===== src/rtl/mem_port_arbiter.sv =====
// mem_port_arbiter: two-requester (fetch/data) arbiter onto one fixed-latency memory port.
// Revision 1.0 - initial release
`default_nettype none

module mem_port_arbiter #(
  parameter int ADDR_W     = 8,
  parameter int DATA_W     = 32,
  parameter int MEM_LAT    = 2,
  parameter int STARVE_MAX = 3
) (
  input  logic              clk,
  input  logic              reset,
  input  logic              f_req,
  input  logic [ADDR_W-1:0] f_addr,
  output logic              f_gnt,
  output logic              f_valid,
  output logic [DATA_W-1:0] f_rdata,
  input  logic              d_req,
  input  logic              d_we,
  input  logic [ADDR_W-1:0] d_addr,
  input  logic [DATA_W-1:0] d_wdata,
  output logic              d_gnt,
  output logic              d_valid,
  output logic [DATA_W-1:0] d_rdata,
  output logic              mem_en,
  output logic              mem_we,
  output logic [ADDR_W-1:0] mem_addr,
  output logic [DATA_W-1:0] mem_wdata,
  input  logic [DATA_W-1:0] mem_rdata,
  output logic              busy
);

  localparam int CW = (MEM_LAT > 1) ? $clog2(MEM_LAT) : 1;
  localparam int SW = (STARVE_MAX > 0) ? $clog2(STARVE_MAX + 1) : 1;
  localparam logic [CW-1:0] C_LAST = CW'(MEM_LAT - 1);
  localparam logic [SW-1:0] C_SMAX = SW'(STARVE_MAX);

  typedef enum logic [1:0] {
    IDLE  = 2'd0,
    ISSUE = 2'd1,
    WAIT  = 2'd2,
    RESP  = 2'd3
  } state_t;

  state_t        state;
  logic [CW-1:0] wait_cnt;
  logic [SW-1:0] starve_cnt;
  logic          sel_d;
  logic          op_we;

  logic any_req;
  logic pick_f;

  assign any_req = f_req | d_req;
  // Fetch only overtakes a competing data request once it has been starved enough.
  assign pick_f  = f_req & (~d_req | (starve_cnt == C_SMAX));

  always_ff @(posedge clk or posedge reset) begin
    if (reset) begin
      state      <= IDLE;
      wait_cnt   <= '0;
      starve_cnt <= '0;
      sel_d      <= 1'b0;
      op_we      <= 1'b0;
      f_gnt      <= 1'b0;
      f_valid    <= 1'b0;
      f_rdata    <= '0;
      d_gnt      <= 1'b0;
      d_valid    <= 1'b0;
      d_rdata    <= '0;
      mem_en     <= 1'b0;
      mem_we     <= 1'b0;
      mem_addr   <= '0;
      mem_wdata  <= '0;
      busy       <= 1'b0;
    end else begin
      f_gnt   <= 1'b0;
      d_gnt   <= 1'b0;
      f_valid <= 1'b0;
      d_valid <= 1'b0;
      mem_en  <= 1'b0;
      case (state)
        IDLE, RESP: begin
          if (any_req) begin
            state  <= ISSUE;
            busy   <= 1'b1;
            mem_en <= 1'b1;
            sel_d  <= ~pick_f;
            if (pick_f) begin
              f_gnt      <= 1'b1;
              op_we      <= 1'b0;
              mem_we     <= 1'b0;
              mem_addr   <= f_addr;
              mem_wdata  <= '0;
              starve_cnt <= '0;
            end else begin
              d_gnt     <= 1'b1;
              op_we     <= d_we;
              mem_we    <= d_we;
              mem_addr  <= d_addr;
              mem_wdata <= d_wdata;
              if (f_req && starve_cnt != C_SMAX)
                starve_cnt <= starve_cnt + 1'b1;
            end
          end else begin
            state <= IDLE;
            busy  <= 1'b0;
          end
        end
        ISSUE: begin
          state    <= WAIT;
          mem_we   <= 1'b0;
          wait_cnt <= '0;
        end
        WAIT: begin
          if (wait_cnt == C_LAST) begin
            state <= RESP;
            if (sel_d) begin
              d_valid <= 1'b1;
              // A write response leaves the data read port untouched.
              if (!op_we)
                d_rdata <= mem_rdata;
            end else begin
              f_valid <= 1'b1;
              f_rdata <= mem_rdata;
            end
          end else begin
            wait_cnt <= wait_cnt + 1'b1;
          end
        end
        default: state <= IDLE;
      endcase
    end
  end

endmodule

`default_nettype wire


===== config.mk =====
export PLATFORM = sky130hd
export DESIGN_NAME = mem_port_arbiter
export DESIGN_NICKNAME = d
export VERILOG_FILES = /design/src/rtl/mem_port_arbiter.sv
export SDC_FILE = /design/constraint.sdc
export NUM_CORES = 1
export LEC_CHECK = 0
export CAP_MARGIN = 20
export CORE_MARGIN = 4
export CORE_UTILIZATION = 39
export DETAILED_ROUTE_END_ITERATION = 12
export PLACE_DENSITY_LB_ADDON = 0.15
export SLEW_MARGIN = 0
export SYNTH_ARGS = -nofsm -noshare
export SYNTH_HDL_FRONTEND = slang
export SYNTH_SLANG_ARGS = --single-unit

===== constraint.sdc =====
create_clock -name clk -period 4 [get_ports clk]
set_input_delay 0.4 -clock clk [delete_from_list [all_inputs] [get_ports clk]]
set_output_delay 0.4 -clock clk [all_outputs]
set_load 0.05 [all_outputs]

### Word level (Yosys, flattened, before mapping)

Cells that the tools add are included.

| operators by class | value |
|---|---|
| eq/ne operators | 7 |
| $add $sub $neg | 2 |
| bitwise gates (word level) | 7 |
| muxes and demuxes | 26 |
| reductions and logical operators | 11 |

Operator list:

| kind | count |
|---|---|
| $mux 32 | 1 |
| $mux 1 | 18 |
| $mux 8 | 1 |
| $eq 2x2->1 const B | 3 |
| $mux 2 | 3 |
| $ne 2x2->1 const B | 3 |
| $pmux 2 s3 | 1 |
| $reduce_and 3->1 | 2 |
| $reduce_bool 2->1 | 3 |
| $not 1->1 | 4 |
| $pmux 1 s2 | 2 |
| $reduce_and 2->1 | 2 |
| $reduce_and 4->1 | 1 |
| $add 2x1->2 const B | 1 |
| $eq 2x1->1 const B | 1 |
| $logic_not 2->1 | 1 |
| $or 1x1->1 | 2 |
| $reduce_or 2->1 | 1 |
| $add 1x1->1 const B | 1 |
| $and 1x1->1 | 1 |
| $logic_and 1x1->1 | 1 |

| storage, ports and cells | value |
|---|---|
| bits in registers | 118 |
| logic and storage cells | 69 |

### Depth between registers and ports, before layout

Gate-level depths: netlist of the first run.

| logic depth | value |
|---|---|
| word-level depth | 6 |
| gate-level depth with buffers | 7 |
| depth with buffers taken out | 6 |

### Worst setup path before layout of the first run

OpenSTA, ideal clock, no wires.

| path | value |
|---|---|
| path kind | register to register |
| start point | register state[0] |
| end point | register d_rdata[0] |
| data required time | 3875 ps |
| slack | 2461 ps |
| buffers on the path | 2 |
| period minus slack after synthesis | 1539 ps |
| setup time | 125 ps |
| stages on the path, launching flop included | 8 |
| data arrival time | 1414 ps |
| cells stage by stage | dfrtp_1 -> inv_1 -> ha_1 -> and3_1 -> nand2b_1 -> buf_6 -> buf_6 -> mux2_4 |

| on the way | value |
|---|---|
| word-level cells in the longest chain between the ends | 2 |

RTL lines:

| what | RTL line | source |
|---|---|---|
| start, declared | 45 | `state_t state;` |
| start signal, assigned | 60 | `state <= IDLE;` |
| start signal, assigned | 85 | `state <= ISSUE;` |
| start signal, assigned | 106 | `state <= IDLE;` |
| $eq 2x2->1 | 82 | `case (state)` |
| $reduce_and 4->1 (no line) | n/a |  |
| end signal, assigned | 122 | `d_rdata <= mem_rdata;` |
| end, declared | 24 | `output logic [DATA_W-1:0] d_rdata,` |

Every way passes these cells.
A chain may end at the register's enable or synchronous reset.

### Worst setup path after layout of the first run

| path | value |
|---|---|
| start point | register state[0] |
| end point | register d_rdata[27] |

Same word-level chain as after synthesis.

==> flow_summary.yaml, run 1 <==
outcome:
  status: "finished clean"
global_route:
  grt_util_all_layers_pct: 16.9
  grt_pass1_wl_microns: 17300
  overflow: 0
  grt_pass1_vias: 3430
  grt_max_degree: 79
  antenna_found_initial: 0
drt:
  ant_nets: 0
  via_per_inst: 4.85
  vias: 3200
  totalWireLength_microns: 11000
  drt-initial-drc-count: 155
  wire_per_inst_microns: 16.6
  dr.pass1.iters: 4
  drc: 0
synthesis:
  synth_top_family_by_area: "multiplexers"
  synth_fa_ha_area_share_pct: 0.821
  synth_cells: 301
  syn_avg_cell_area_sq_um: 15.2
  synth_nets: 389
  ys.flop_type: "dfrtp_1"
  synth_compound_area_share_pct: 10.8
  async_reset_ff_share_pct: 100
  netlist_area_sq_um: 4570
  ys_types: 22
  ys_warn_count: 0
  synth.mux.area_fraction_pct: 18.5
  synth_seq_cells: 118
  yosysSeqAreaShare_pct: 64.6
  synth-xor-area-share_pct: 0
  synth_edf_count: 0
  synthSimpleGateAreaFrac_pct: 2.24
worst_setup_path:
  cpLargestDelayFamily: "simple AND/OR/NAND/NOR gates"
  cp-end-kind: "flip-flop"
  critPathMaxFanout: 22
  crit_buf_inv: 2
  max_stage_delay_ps: 600
  worstPathArrival_ps: 2580
  path_cells: "inv_1, ha_1, and3_1, nand2b_2, buf_4, mux2_4"
  cp_slowest_cell: "nand2b_2"
  crit_type: "flip-flop to flip-flop"
  ff2ff_setup_slack_ps: 1710
  start_kind: "flip-flop"
  worst_ep_required_time_ps: 4280
clock_network:
  cts_tree: "built"
  ctsLongestPathBuffers: 2
  clkTransAtPathRegs_ps: 50
  insertion_delay_ps: 410
  root_buffer: "clkbuf_16"
  postCtsSetupRepairBufs: 0
  ctsResizeCount: 0
  cts.sinks: 118
  cts_max_level: 4
  cts.hold.buffers_added: 0
  cts_buffers: 17
floorplan:
  io_pins: 196
  start_util_pct: 39.9
  die_w_microns: 116
  die_h_microns: 116
  die-area_sq_um: 13500
  rows: 39
  core_area_sq_um: 11500
placed_design:
  dpl.hpwl_microns: 7830
  gp_congestion: 0.838
  port_buffers: 195
  place_area_sq_um: 6640
sta:
  hold_ws_ps: 321
  slew_violations: 0
  slew-limit-headroom_pct: 40.7
  worst_pin_slew_ps: 887
  skew_ps: 8.01
  finalSetupViolCount: 0
  finalSetupTns_ps: 0
  grt_setup_unrepaired: "false"
  fin_crit_sh_pct: 57.4
  fin_crit_ps: 2290
  hold_violations: 0
  fmax_mhz: 436
cells_and_area:
  multi_input_area_sq_um: 1490
  layout.nets: 592
  syn2layout_area_growth_pct: 58.9
  drive_gt1_share_pct: 20.9
  fillers: 880
  insertedDiodeCount: 0
  register_area_sq_um: 2950
  final_cell_area_sq_um: 7260
hold_path:
  hp-class: "primary input to asynchronous set/reset pin"
run:
  max_cap_viol_count: 0
==> cells by family (layout without fill, tap and decap cells) <==
group	count (synthesis)	after routing
buffers and inverters	26	242
multiplexers	65	65
AND/OR/NAND/NOR	23	23
AO/OA/AOI/OAI	66	66
flip-flops	118	118
adder cells (fa/ha/maj)	3	3
==> through the flow <==
step / worst slack (ps) / utilization [%] / std cells
after floorplan: 471 / - / 301
after global placement: 1630 / 57.9 / 627
after global routing: 1590 / 63.3 / 660
after CTS: 1670 / 63.1 / 659
after detailed placement: 1580 / 57.9 / 627
final: 1710 / 63.3 / 660
==> cell usage after synthesis (2+ instances only) <==
library cell	number	area [sq um]
inv_1	9	33.8
mux2_4	30	450
buf_6	4	45.0
ha_1	3	37.5
nand2_1	2	7.51
dfrtp_1	118	2950
a22o_1	34	298
nor2_1	15	56.3
nand2b_1	3	18.8
o21ai_0	10	50.1
clkbuf_1	2	7.51
mux2_2	35	394
a31oi_1	8	50.1
buf_2	11	55.1
a21oi_1	10	50.1
==> layer usage <==
| metal | vias up | share of wire, % | global-route usage [%] |
|---|---|---|---|
| li1 | 1491 | - | - |
| met1 | 1565 | 43 | 21.7 |
| met2 | 137 | 48 | 25.5 |
| met3 | 7 | 8.4 | 6.48 |
| met4 | 0 | 0.91 | 7.19 |
| met5 | - | 0 | 0 |
==> cells in the final DEF (no fill, tap or decap), drive strengths merged <==
cell,synthesis,final
clkdlybuf4s50,0,195
a31o,1,1
a22o,34,34
nand2,2,2
nor2,15,15
and3,1,1
o21ai,11,11
a21oi,11,11
nand3b,1,1
a31oi,8,8
clkinvlp,0,5
inv,9,12
dfrtp,118,118
mux2,65,65
o211a,1,1
bufinv,0,2
ha,3,3
nor2b,1,1
buf,15,6
clkinv,0,4
clkbuf,2,18
nand2b,3,3
==> area by class of cell <==
type	count	share of cell area, %
sequential	118	40.7
timing repair buffer	201	27.8
multi-input combinational	157	20.5
clock buffer	18	6.05
tap	143	2.46
clock inverter	14	2.08
inverter	9	0.500
==> final timing paths <==
| path | from | endpoint | depth (start not counted) |
|---|---|---|---|
| min in group clk | f_rdata[3] | f_rdata[3] | 1 |
| max in group asynchronous | reset | f_rdata[26] | 4 |
| worst max-delay path | state[0] | d_rdata[27] | 6 |
| worst min-delay path | reset | d_rdata[7] | 2 |
| worst min register to register | f_rdata[3] | f_rdata[3] | 1 |
| worst max register to register | state[0] | d_rdata[27] | 6 |
==> worst register-to-register path, cell delays in order, from the launching register on <==
cell and delay, ps:
dfrtp_1 370, inv_1 50, ha_1 240, and3_1 180, nand2b_2 600, buf_4 400, mux2_4 330
==> flip-flops by register name, summed over array words and instances, names as in the netlist, 2 cells and up <==
signal and cells:
mem_wdata 32, mem_addr 8, f_rdata 32, state 2
d_rdata 32, starve_cnt 2
Power of run 1 is left out: the tool's default activity adds up to more than one toggle a clock period on the data nets, which glitch-free logic cannot reach.
==> run 2: changes to the inputs <==
--- a/config.mk
+++ b/config.mk
@@ -7,7 +7,7 @@
 export LEC_CHECK = 0
 export CAP_MARGIN = 20
 export CORE_MARGIN = 4
-export CORE_UTILIZATION = 39
+export CORE_UTILIZATION = 38
 export DETAILED_ROUTE_END_ITERATION = 12
 export PLACE_DENSITY_LB_ADDON = 0.15
 export SLEW_MARGIN = 0
==> constraint.sdc (replaced) <==
create_clock -name clk -period 2.01 [get_ports clk]
set_input_delay 0.201 -clock clk [delete_from_list [all_inputs] [get_ports clk]]
set_output_delay 0.201 -clock clk [all_outputs]
set_load 0.05 [all_outputs]
==> run 2 against run 1 <==
  * Final area rose by 0.98%
  * Clock skew increased by 1.3 ps
  * Core utilization decreased by 0.18 points
  * Via count is 1.1% higher
  * Global-route usage is 0.11 points lower
  * Critical path depth shrank 5
  * Critical endpoint is now mem_we
==> flow_summary.yaml, run 2 (synthesis gave the netlist of run 1 again) <==
outcome:
  status: "finished clean"
sta:
  finalSetupTns_ps: 0
  fmax_mhz: 559
  skew_ps: 9.34
  fin_crit_ps: 1790
  slew-limit-headroom_pct: 63.7
  finalSetupViolCount: 0
  fin_crit_sh_pct: 89.0
  worst_pin_slew_ps: 542
  grt_setup_unrepaired: "false"
  hold_violations: 0
  slew_violations: 0
worst_setup_path:
  crit_type: "flip-flop to output port"
  critPathMaxFanout: 2
  cpLargestDelayFamily: "buffers and inverters"
  cp-end-kind: "output port"
  crit_buf_inv: 1
  worstPathArrival_ps: 1590
  worst_ep_required_time_ps: 1810
  path_cells: "clkdlybuf4s50_1"
  max_stage_delay_ps: 840
  start_kind: "flip-flop"
  cp_slowest_cell: "clkdlybuf4s50_1"
clock_network:
  ctsResizeCount: 0
  root_buffer: "clkbuf_16"
  insertion_delay_ps: 400
  cts_buffers: 17
  cts.sinks: 118
  cts_tree: "built"
  cts.hold.buffers_added: 0
  ctsLongestPathBuffers: 2
  clkTransAtPathRegs_ps: 50
  cts_max_level: 4
  postCtsSetupRepairBufs: 0
floorplan:
  start_util_pct: 39.4
  io_pins: 196
  die-area_sq_um: 13800
  die_h_microns: 118
  core_area_sq_um: 11600
  rows: 39
  die_w_microns: 118
drt:
  via_per_inst: 4.87
  drt-initial-drc-count: 188
  drc: 0
  wire_per_inst_microns: 17.1
  vias: 3234
  ant_nets: 0
  dr.pass1.iters: 5
  totalWireLength_microns: 11400
cells_and_area:
  syn2layout_area_growth_pct: 60.4
  layout_commonest_cell: "clkdlybuf4s50_1"
  mostFrequentLayoutCells: "clkdlybuf4s50_1, dfrtp_1, mux2_2"
  insertedDiodeCount: 0
  drive_gt1_share_pct: 21.1
  largest_registers: "d_rdata x32, f_rdata x32, mem_wdata x32"
  layout.nets: 596
placed_design:
  gp_congestion: 0.771
  port_buffers: 195
  dpl.hpwl_microns: 8160
global_route:
  antenna_found_initial: 0
  grt_pass1_vias: 3616
  grt_util_all_layers_pct: 16.7
  overflow: 0
  grt_max_degree: 69
  grt_pass1_wl_microns: 18500
run:
  max_cap_viol_count: 0
hold_path:
  hp-class: "primary input to asynchronous set/reset pin"
[run 2: final cells by class]
class / count / area [sq um]
Multi-Input combinational cell: 157 / 1490
Inverter: 9 / 37.5
Tap cell: 143 / 179
Timing Repair Buffer: 205 / 2080
Clock buffer: 20 / 447
Clock inverter: 12 / 154
Fill cell: 903 / 4280
Sequential cell: 118 / 2950
[run 2: metrics by stage]
step | instances | utilization (%) | area (sq um) | hold slack, ps | setup slack, ps
floorplan | 301 | - | 4570 | 334 | 368
detailed placement | 632 | 58.0 | 6730 | 491 | 316
global route | 664 | 63.1 | 7330 | 286 | 160
finish | 664 | 63.1 | 7330 | 264 | 221
CTS | 664 | 63.1 | 7330 | 272 | 189
global placement | 632 | 58.0 | 6730 | 487 | 374
[run 2: path summary, 6_finish.rpt]
check,start,end,slack (ps),cells after the start
setup / recovery,mem_we,mem_we,220,1
hold / removal,reset,d_rdata[4],260,3
setup reg to reg,state[0],d_rdata[31],310,6
hold reg to reg,d_rdata[30],d_rdata[30],500,1
max in group asynchronous,reset,f_rdata[12],1400,3
min in group clk,d_addr[6],mem_addr[6],360,3
[run 2: routing by layer]
metal | wire [microns] | global-route usage (%) | vias to the layer above | share of wire, %
met5 | 0 | 0 | - | 0
li1 | - | - | 1495 | -
met3 | 1020 | 8.31 | 13 | 8.9
met1 | 4810 | 19.7 | 1577 | 42
met4 | 174 | 6.23 | 0 | 1.5
met2 | 5350 | 26.5 | 149 | 47
Power of run 2 is left out for the same reason.
